--- src/rtl/mem_port_arbiter_if.sv ---
// Bundle of the instruction port, data port and SRAM port signals shared by
// the arbiter (slave view) and its clients plus SRAM (master view).
interface mem_port_arbiter_if #(
  parameter int AW = 14
);
  logic          im_req;
  logic [AW+1:0] im_addr;
  logic          im_flush;
  logic          dm_req;
  logic [3:0]    dm_web;
  logic [AW+1:0] dm_addr;
  logic [31:0]   dm_wdata;

  logic          im_gnt;
  logic          dm_gnt;
  logic          im_stall;
  logic          dm_stall;
  logic          im_rvalid;
  logic          dm_rvalid;
  logic [31:0]   im_rdata;
  logic [31:0]   dm_rdata;

  logic          mem_cs;
  logic          mem_oe;
  logic [3:0]    mem_web;
  logic [AW-1:0] mem_a;
  logic [31:0]   mem_di;
  logic [31:0]   mem_do;

  modport slave (
    input  im_req, im_addr, im_flush, dm_req, dm_web, dm_addr, dm_wdata, mem_do,
    output im_gnt, dm_gnt, im_stall, dm_stall, im_rvalid, dm_rvalid,
           im_rdata, dm_rdata, mem_cs, mem_oe, mem_web, mem_a, mem_di
  );

  modport master (
    output im_req, im_addr, im_flush, dm_req, dm_web, dm_addr, dm_wdata, mem_do,
    input  im_gnt, dm_gnt, im_stall, dm_stall, im_rvalid, dm_rvalid,
           im_rdata, dm_rdata, mem_cs, mem_oe, mem_web, mem_a, mem_di
  );
endinterface

--- src/rtl/mem_port_arbiter.sv ---
// Shares one single-port SRAM between instruction and data masters: DM wins by
// default, IM is forced through after STARVE_LIMIT consecutive denied cycles.
module mem_port_arbiter #(
  parameter int STARVE_LIMIT = 3,
  parameter int AW           = 14
) (
  input logic               clk,
  input logic               rst,
  mem_port_arbiter_if.slave bus
);

  typedef enum logic [1:0] {
    IDLE  = 2'd0,
    RD_IM = 2'd1,
    RD_DM = 2'd2
  } state_t;

  localparam logic [1:0] STARVE_MAX = 2'(STARVE_LIMIT);

  state_t        state_reg, state_next;
  logic [1:0]    starve_cnt_reg, starve_cnt_next;
  logic [31:0]   im_hold_reg, dm_hold_reg;

  logic          starved;
  logic          im_gnt, dm_gnt;
  logic          dm_read;
  logic          im_rvalid, dm_rvalid;
  logic          mem_cs, mem_oe;
  logic [3:0]    mem_web;
  logic [AW-1:0] mem_a;
  logic [31:0]   mem_di;
  logic          unused_addr_bits;

  assign unused_addr_bits = ^{bus.im_addr[1:0], bus.dm_addr[1:0]};

  // Grants are gated by rst so the SRAM port stays idle while reset is held.
  always_comb begin
    starved = (starve_cnt_reg == STARVE_MAX);
    im_gnt  = ~rst & bus.im_req & (~bus.dm_req | starved);
    dm_gnt  = ~rst & bus.dm_req & ~im_gnt;
    dm_read = (bus.dm_web == 4'hF);
  end

  always_comb begin
    starve_cnt_next = 2'd0;
    if (bus.im_req && !im_gnt) begin
      starve_cnt_next = starved ? starve_cnt_reg : starve_cnt_reg + 2'd1;
    end
  end

  always_comb begin
    mem_cs  = 1'b0;
    mem_oe  = 1'b0;
    mem_web = 4'hF;
    mem_a   = '0;
    mem_di  = '0;
    if (im_gnt) begin
      mem_cs = 1'b1;
      mem_oe = 1'b1;
      mem_a  = bus.im_addr[AW+1:2];
      mem_di = bus.dm_wdata;
    end else if (dm_gnt) begin
      mem_cs  = 1'b1;
      mem_oe  = dm_read;
      mem_web = bus.dm_web;
      mem_a   = bus.dm_addr[AW+1:2];
      mem_di  = bus.dm_wdata;
    end
  end

  always_ff @(posedge clk or posedge rst) begin
    if (rst) begin
      state_reg <= IDLE;
    end else begin
      state_reg <= state_next;
    end
  end

  // The state only tracks which read returns next cycle; a new grant may be
  // issued in any state, so reads can stream at one per cycle.
  always_comb begin
    state_next = IDLE;
    im_rvalid  = 1'b0;
    dm_rvalid  = 1'b0;
    if (im_gnt) begin
      state_next = RD_IM;
    end else if (dm_gnt && dm_read) begin
      state_next = RD_DM;
    end
    case (state_reg)
      RD_IM:   im_rvalid = ~bus.im_flush;
      RD_DM:   dm_rvalid = 1'b1;
      default: ;
    endcase
  end

  always_ff @(posedge clk or posedge rst) begin
    if (rst) begin
      starve_cnt_reg <= 2'd0;
      im_hold_reg    <= '0;
      dm_hold_reg    <= '0;
    end else begin
      starve_cnt_reg <= starve_cnt_next;
      if (im_rvalid) begin
        im_hold_reg <= bus.mem_do;
      end
      if (dm_rvalid) begin
        dm_hold_reg <= bus.mem_do;
      end
    end
  end

  assign bus.im_gnt    = im_gnt;
  assign bus.dm_gnt    = dm_gnt;
  assign bus.im_stall  = bus.im_req & ~im_gnt;
  assign bus.dm_stall  = bus.dm_req & ~dm_gnt;
  assign bus.im_rvalid = im_rvalid;
  assign bus.dm_rvalid = dm_rvalid;
  assign bus.im_rdata  = im_rvalid ? bus.mem_do : im_hold_reg;
  assign bus.dm_rdata  = dm_rvalid ? bus.mem_do : dm_hold_reg;
  assign bus.mem_cs    = mem_cs;
  assign bus.mem_oe    = mem_oe;
  assign bus.mem_web   = mem_web;
  assign bus.mem_a     = mem_a;
  assign bus.mem_di    = mem_di;

endmodule

--- src/flat_wrapper.sv ---
// flat-port wrapper written by rule: the top's interface ports become plain ports
module mem_port_arbiter_flat 
#(
  parameter int STARVE_LIMIT = 3,
  parameter int AW           = 14
)
  (clk, rst, bus_im_req, bus_im_addr, bus_im_flush, bus_dm_req, bus_dm_web, bus_dm_addr, bus_dm_wdata, bus_mem_do, bus_im_gnt, bus_dm_gnt, bus_im_stall, bus_dm_stall, bus_im_rvalid, bus_dm_rvalid, bus_im_rdata, bus_dm_rdata, bus_mem_cs, bus_mem_oe, bus_mem_web, bus_mem_a, bus_mem_di);
  mem_port_arbiter_if #(.AW(AW)) bus_i ();
  input logic clk;
  input logic rst;
  input wire logic [$bits(bus_i.im_req)-1:0] bus_im_req;
  input wire logic [$bits(bus_i.im_addr)-1:0] bus_im_addr;
  input wire logic [$bits(bus_i.im_flush)-1:0] bus_im_flush;
  input wire logic [$bits(bus_i.dm_req)-1:0] bus_dm_req;
  input wire logic [$bits(bus_i.dm_web)-1:0] bus_dm_web;
  input wire logic [$bits(bus_i.dm_addr)-1:0] bus_dm_addr;
  input wire logic [$bits(bus_i.dm_wdata)-1:0] bus_dm_wdata;
  input wire logic [$bits(bus_i.mem_do)-1:0] bus_mem_do;
  output wire logic [$bits(bus_i.im_gnt)-1:0] bus_im_gnt;
  output wire logic [$bits(bus_i.dm_gnt)-1:0] bus_dm_gnt;
  output wire logic [$bits(bus_i.im_stall)-1:0] bus_im_stall;
  output wire logic [$bits(bus_i.dm_stall)-1:0] bus_dm_stall;
  output wire logic [$bits(bus_i.im_rvalid)-1:0] bus_im_rvalid;
  output wire logic [$bits(bus_i.dm_rvalid)-1:0] bus_dm_rvalid;
  output wire logic [$bits(bus_i.im_rdata)-1:0] bus_im_rdata;
  output wire logic [$bits(bus_i.dm_rdata)-1:0] bus_dm_rdata;
  output wire logic [$bits(bus_i.mem_cs)-1:0] bus_mem_cs;
  output wire logic [$bits(bus_i.mem_oe)-1:0] bus_mem_oe;
  output wire logic [$bits(bus_i.mem_web)-1:0] bus_mem_web;
  output wire logic [$bits(bus_i.mem_a)-1:0] bus_mem_a;
  output wire logic [$bits(bus_i.mem_di)-1:0] bus_mem_di;
  assign bus_i.im_req = bus_im_req;
  assign bus_i.im_addr = bus_im_addr;
  assign bus_i.im_flush = bus_im_flush;
  assign bus_i.dm_req = bus_dm_req;
  assign bus_i.dm_web = bus_dm_web;
  assign bus_i.dm_addr = bus_dm_addr;
  assign bus_i.dm_wdata = bus_dm_wdata;
  assign bus_i.mem_do = bus_mem_do;
  assign bus_im_gnt = bus_i.im_gnt;
  assign bus_dm_gnt = bus_i.dm_gnt;
  assign bus_im_stall = bus_i.im_stall;
  assign bus_dm_stall = bus_i.dm_stall;
  assign bus_im_rvalid = bus_i.im_rvalid;
  assign bus_dm_rvalid = bus_i.dm_rvalid;
  assign bus_im_rdata = bus_i.im_rdata;
  assign bus_dm_rdata = bus_i.dm_rdata;
  assign bus_mem_cs = bus_i.mem_cs;
  assign bus_mem_oe = bus_i.mem_oe;
  assign bus_mem_web = bus_i.mem_web;
  assign bus_mem_a = bus_i.mem_a;
  assign bus_mem_di = bus_i.mem_di;
  mem_port_arbiter #(.STARVE_LIMIT(STARVE_LIMIT), .AW(AW)) u_core (.clk(clk), .rst(rst), .bus(bus_i));
endmodule
--- config.mk ---
export PLATFORM = sky130hd
export DESIGN_NAME = mem_port_arbiter_flat
export DESIGN_NICKNAME = d
export VERILOG_FILES = /design/src/rtl/mem_port_arbiter_if.sv /design/src/rtl/mem_port_arbiter.sv /design/src/flat_wrapper.sv
export SDC_FILE = /design/constraint.sdc
export NUM_CORES = 1
export LEC_CHECK = 0
export BUFFER_PORTS_ARGS = -buffer_cell sky130_fd_sc_hd__buf_2
export CAP_MARGIN = 20
export CELL_PAD_IN_SITES_DETAIL_PLACEMENT = 0
export CELL_PAD_IN_SITES_GLOBAL_PLACEMENT = 1
export CORE_AREA = 5 5 114 116
export DETAILED_ROUTE_END_ITERATION = 6
export DIE_AREA = 0 0 119 121
export GPL_TIMING_DRIVEN = 0
export PLACE_DENSITY = 0.85
export REMOVE_ABC_BUFFERS = 1
export SLEW_MARGIN = 10
export SYNTH_ARGS = -nofsm -noshare
export SYNTH_HDL_FRONTEND = slang
export SYNTH_SLANG_ARGS = --single-unit
--- constraint.sdc ---
create_clock -name clk -period 2 [get_ports clk]
set_input_delay 0 -clock clk [delete_from_list [all_inputs] [get_ports clk]]
set_output_delay 0 -clock clk [all_outputs]
set_load 0.02 [all_outputs]
==> flow_results.xml <==
<?xml version="1.0" encoding="UTF-8"?>
<metrics>
  <group name="outcome">
    <metric name="status" unit="">complete, but fails checks</metric>
    <metric name="violations_in_the_final_reports" unit="">negative hold slack</metric>
  </group>
  <group name="pwr">
    <metric name="vdd.ir_drop.worst" unit="mV">0.359</metric>
    <metric name="total_power_consumption" unit="mW">5.01</metric>
    <metric name="power_density_cells" unit="mW/mm2">1000</metric>
    <metric name="power_leakage" unit="nW">2.56</metric>
  </group>
  <group name="worst_setup_path">
    <metric name="timing.critical_path.to_type" unit="">output pin</metric>
    <metric name="worstSetupPathType" unit="">reg2out</metric>
    <metric name="worst_ep_arrival_time" unit="ns">1.84</metric>
    <metric name="path_delay_family" unit="">buffers and inverters</metric>
    <metric name="cp_cell_sequence" unit="">ha_2, nand2_1, nand3_2, clkinvlp_4, a22o_1, buf_2</metric>
    <metric name="maximum_net_fanout_on_the_critical_path" unit="">10</metric>
    <metric name="critical-path-max-stage-delay" unit="ns">0.36</metric>
    <metric name="reg2regPathDepth" unit="">3</metric>
    <metric name="worst_setup_path_start_kind" unit="">flop</metric>
    <metric name="critical-path-slowest-cell" unit="">sky130_fd_sc_hd__dfrtp_1</metric>
    <metric name="worstSetupPathDepth" unit="">6</metric>
    <metric name="cp_num_buf_inv" unit="">2</metric>
    <metric name="timing.critical_path.required" unit="ns">2.00</metric>
  </group>
  <group name="cts">
    <metric name="clock_path_buffers" unit="">2</metric>
    <metric name="tritoncts" unit="">built</metric>
    <metric name="clock-sinks" unit="">68</metric>
    <metric name="clock_slew_at_reported_path_ffs" unit="ns">0.06</metric>
    <metric name="cts_root_buf" unit="">sky130_fd_sc_hd__clkbuf_16</metric>
    <metric name="number_of_hold_buffers_added_after_cts" unit="">35</metric>
    <metric name="clock_latency" unit="ns">0.32</metric>
    <metric name="clock_tree.htree_level_count" unit="">3</metric>
    <metric name="tritoncts_buffer_count" unit="">9</metric>
  </group>
  <group name="synth">
    <metric name="ys.warnings.count" unit="">0</metric>
    <metric name="syn-mean-instance-area" unit="um2">13.9</metric>
    <metric name="synth_seq_cells" unit="">68</metric>
    <metric name="post_synth_num_cell_types" unit="">22</metric>
    <metric name="netlist_instances" unit="">217</metric>
    <metric name="synth_seq_area_share" unit="">0.565</metric>
    <metric name="syn-cell-area" unit="mm2">0.00301</metric>
  </group>
  <group name="sta">
    <metric name="report.final.slew_viol_count" unit="">0</metric>
    <metric name="clock-skew-final" unit="ns">0.00294</metric>
    <metric name="maxClockFrequency" unit="GHz">0.543</metric>
    <metric name="hold_violations" unit="">68</metric>
    <metric name="rsz0062_at_grt" unit="">false</metric>
    <metric name="hold_ws" unit="ns">-0.196</metric>
    <metric name="slew_headroom" unit="">0.587</metric>
    <metric name="final-setup-viol-count" unit="">0</metric>
    <metric name="tightestPinTransition" unit="ns">0.620</metric>
    <metric name="final_min_period_over_clock_period" unit="">0.921</metric>
    <metric name="finalWorstPathRequiredPeriod" unit="ns">1.84</metric>
  </group>
  <group name="grt">
    <metric name="gr-total-overflow" unit="">0</metric>
    <metric name="grt_pass1_vias" unit="">3006</metric>
    <metric name="grt_first_pass_wirelength" unit="um">16500</metric>
    <metric name="grtUsageTotal" unit="">0.147</metric>
    <metric name="grt_start_max_net_pins" unit="">71</metric>
    <metric name="antenna_violations_before_repair" unit="">0</metric>
  </group>
  <group name="die">
    <metric name="floorplan.core_area" unit="mm2">0.0118</metric>
    <metric name="dieArea" unit="mm2">0.0144</metric>
    <metric name="design.portCount" unit="">227</metric>
    <metric name="num_rows" unit="">40</metric>
    <metric name="floorplan.die.height" unit="um">121</metric>
    <metric name="dieWidth" unit="um">119</metric>
    <metric name="effective_utilization_at_floorplan" unit="">0.255</metric>
  </group>
  <group name="detailed_routing">
    <metric name="ant_nets" unit="">0</metric>
    <metric name="routed_wire_length_per_instance" unit="um">16.8</metric>
    <metric name="routed_via_density" unit="">4.33</metric>
    <metric name="dr.first_iter.drc_count" unit="">94</metric>
    <metric name="count_of_unresolved_drc_violations_after_routing" unit="">0</metric>
    <metric name="finalWirelength" unit="um">10600</metric>
    <metric name="num_vias" unit="">2734</metric>
    <metric name="drt-pass1-iter-count" unit="">4</metric>
  </group>
  <group name="final_layout">
    <metric name="antenna_cells" unit="">0</metric>
    <metric name="layout-area-overhead-vs-synth" unit="%">66.3</metric>
    <metric name="finish.utilization" unit="">0.424</metric>
    <metric name="layout.nets" unit="">586</metric>
    <metric name="post_route_cells_drive_above_1_share" unit="">0.652</metric>
    <metric name="postLayoutCellArea" unit="mm2">0.00500</metric>
  </group>
  <group name="min_path">
    <metric name="worstHoldPathType" unit="">in2async</metric>
  </group>
  <group name="job">
    <metric name="cap_viol_max_count" unit="">0</metric>
  </group>
  <group name="place">
    <metric name="gp_congestion" unit="">0.798</metric>
    <metric name="place.detailed.hpwl" unit="um">8220</metric>
    <metric name="placedInstanceArea" unit="mm2">0.00427</metric>
    <metric name="placement.io_buffers" unit="">222</metric>
  </group>
</metrics>
per-stage QoR:
step	std cells	setup TNS, ns	hold slack [ns]	setup WS (ns)
floorplan	203	-15.24	0.127	-0.571
global placement	572	-107.80	0.254	-1.52
detailed placement	575	-1.03	0.264	-0.0951
CTS	632	0	-0.0813	0.0596
global route	632	0	-0.140	0.0374
finish	632	0	-0.196	0.157
layer usage:
| layer | global-route usage | share of wire | up-vias | wire [um] |
|---|---|---|---|---|
| met5 | 0 | 0 | - | 0 |
| met4 | 0.0543 | 0.015 | 0 | 161 |
| met3 | 0.0443 | 0.078 | 12 | 831 |
| met2 | 0.264 | 0.53 | 148 | 5610 |
| met1 | 0.163 | 0.38 | 1302 | 4050 |
| li1 | - | - | 1272 | - |
path summary, 6_finish.rpt:
path,startpoint,end,slack (ns)
min,rst,u_core.im_hold_reg[25]$_DFF_PP0_,-0.20
max,u_core.starve_cnt_reg[0]$_DFFE_PP0P_,bus_mem_a[4],0.16
max reg2reg,u_core.state_reg[1]$_DFF_PP0_,u_core.dm_hold_reg[21]$_DFF_PP0_,0.53
min reg2reg,u_core.dm_hold_reg[23]$_DFF_PP0_,u_core.dm_hold_reg[23]$_DFF_PP0_,0.49
min in group clk,bus_dm_req,u_core.state_reg[1]$_DFF_PP0_,0.09
max in group asynchronous,rst,u_core.dm_hold_reg[31]$_DFF_PP0_,1.75
area by class of cell:
class	count	area [um2]
inverter	4	23.8
clock buffer	12	246
multi-input combinational	131	1210
timing repair buffer	264	1550
timing repair inverter	2	15.0
fill	1120	6810
sequential	68	1700
tap	147	184
clock inverter	4	72.6
power breakdown:
group          leakage, nW  switching (mW)  internal, mW
Clock                0.153           0.565          1.12
Combinational         1.60           0.927         0.639
Sequential           0.810          0.0730          1.68
cell families after synthesis:
group | after synthesis | share of synthesized area
and+or+nand+nor | 48 | 0.100
xor gates and xnor gates | 1 | 0.00291
muxes | 65 | 0.243
DFF | 68 | 0.565
AOI/OAI and AO/OA | 16 | 0.0466
adders and majority gates | 1 | 0.00416
buffers and inverters | 18 | 0.0378
synth_stat cells (all sizes together):
cell type | n | area share
clkbuf | 2 | 0.0025
nand4 | 1 | 0.0021
o21bai | 1 | 0.0025
buf | 12 | 0.030
nor2 | 4 | 0.0050
nor3b | 3 | 0.011
mux2i | 1 | 0.0033
dfrtp | 68 | 0.57
o211a | 1 | 0.0033
a22o | 14 | 0.041
and2 | 32 | 0.067
nand2 | 1 | 0.0012
inv | 4 | 0.0050
nand2b | 5 | 0.010
xor2 | 1 | 0.0029
nand3 | 1 | 0.0017
mux2 | 64 | 0.24
ha | 1 | 0.0042
nor2b | 1 | 0.0021
repair_timing:
item,CTS,global route
pin swaps,1,0
gates resized for setup,4,4
cloned,2,0
endpoints found under the hold margin,135,68
setup endpoints to repair,45,42
setup buffers,4,0
cells in the final DEF (no fill, tap or decap), types with 2 or more instances in the layout:
cell type | netlist | layout
sky130_fd_sc_hd__nand2b_1 | 5 | 4
sky130_fd_sc_hd__bufinv_16 | 0 | 2
sky130_fd_sc_hd__a22o_1 | 14 | 14
sky130_fd_sc_hd__buf_4 | 0 | 4
sky130_fd_sc_hd__buf_2 | 7 | 222
sky130_fd_sc_hd__and2_1 | 32 | 32
sky130_fd_sc_hd__dlygate4sd3_1 | 0 | 35
sky130_fd_sc_hd__inv_1 | 4 | 2
sky130_fd_sc_hd__nor2_1 | 4 | 3
sky130_fd_sc_hd__clkbuf_1 | 2 | 2
sky130_fd_sc_hd__dfrtp_1 | 68 | 68
sky130_fd_sc_hd__clkbuf_16 | 0 | 9
sky130_fd_sc_hd__mux2_2 | 63 | 63
sky130_fd_sc_hd__clkinvlp_4 | 0 | 4
sky130_fd_sc_hd__buf_8 | 0 | 2
sky130_fd_sc_hd__nor3b_1 | 2 | 2
Note: power is estimated with default switching activity, not from simulation.
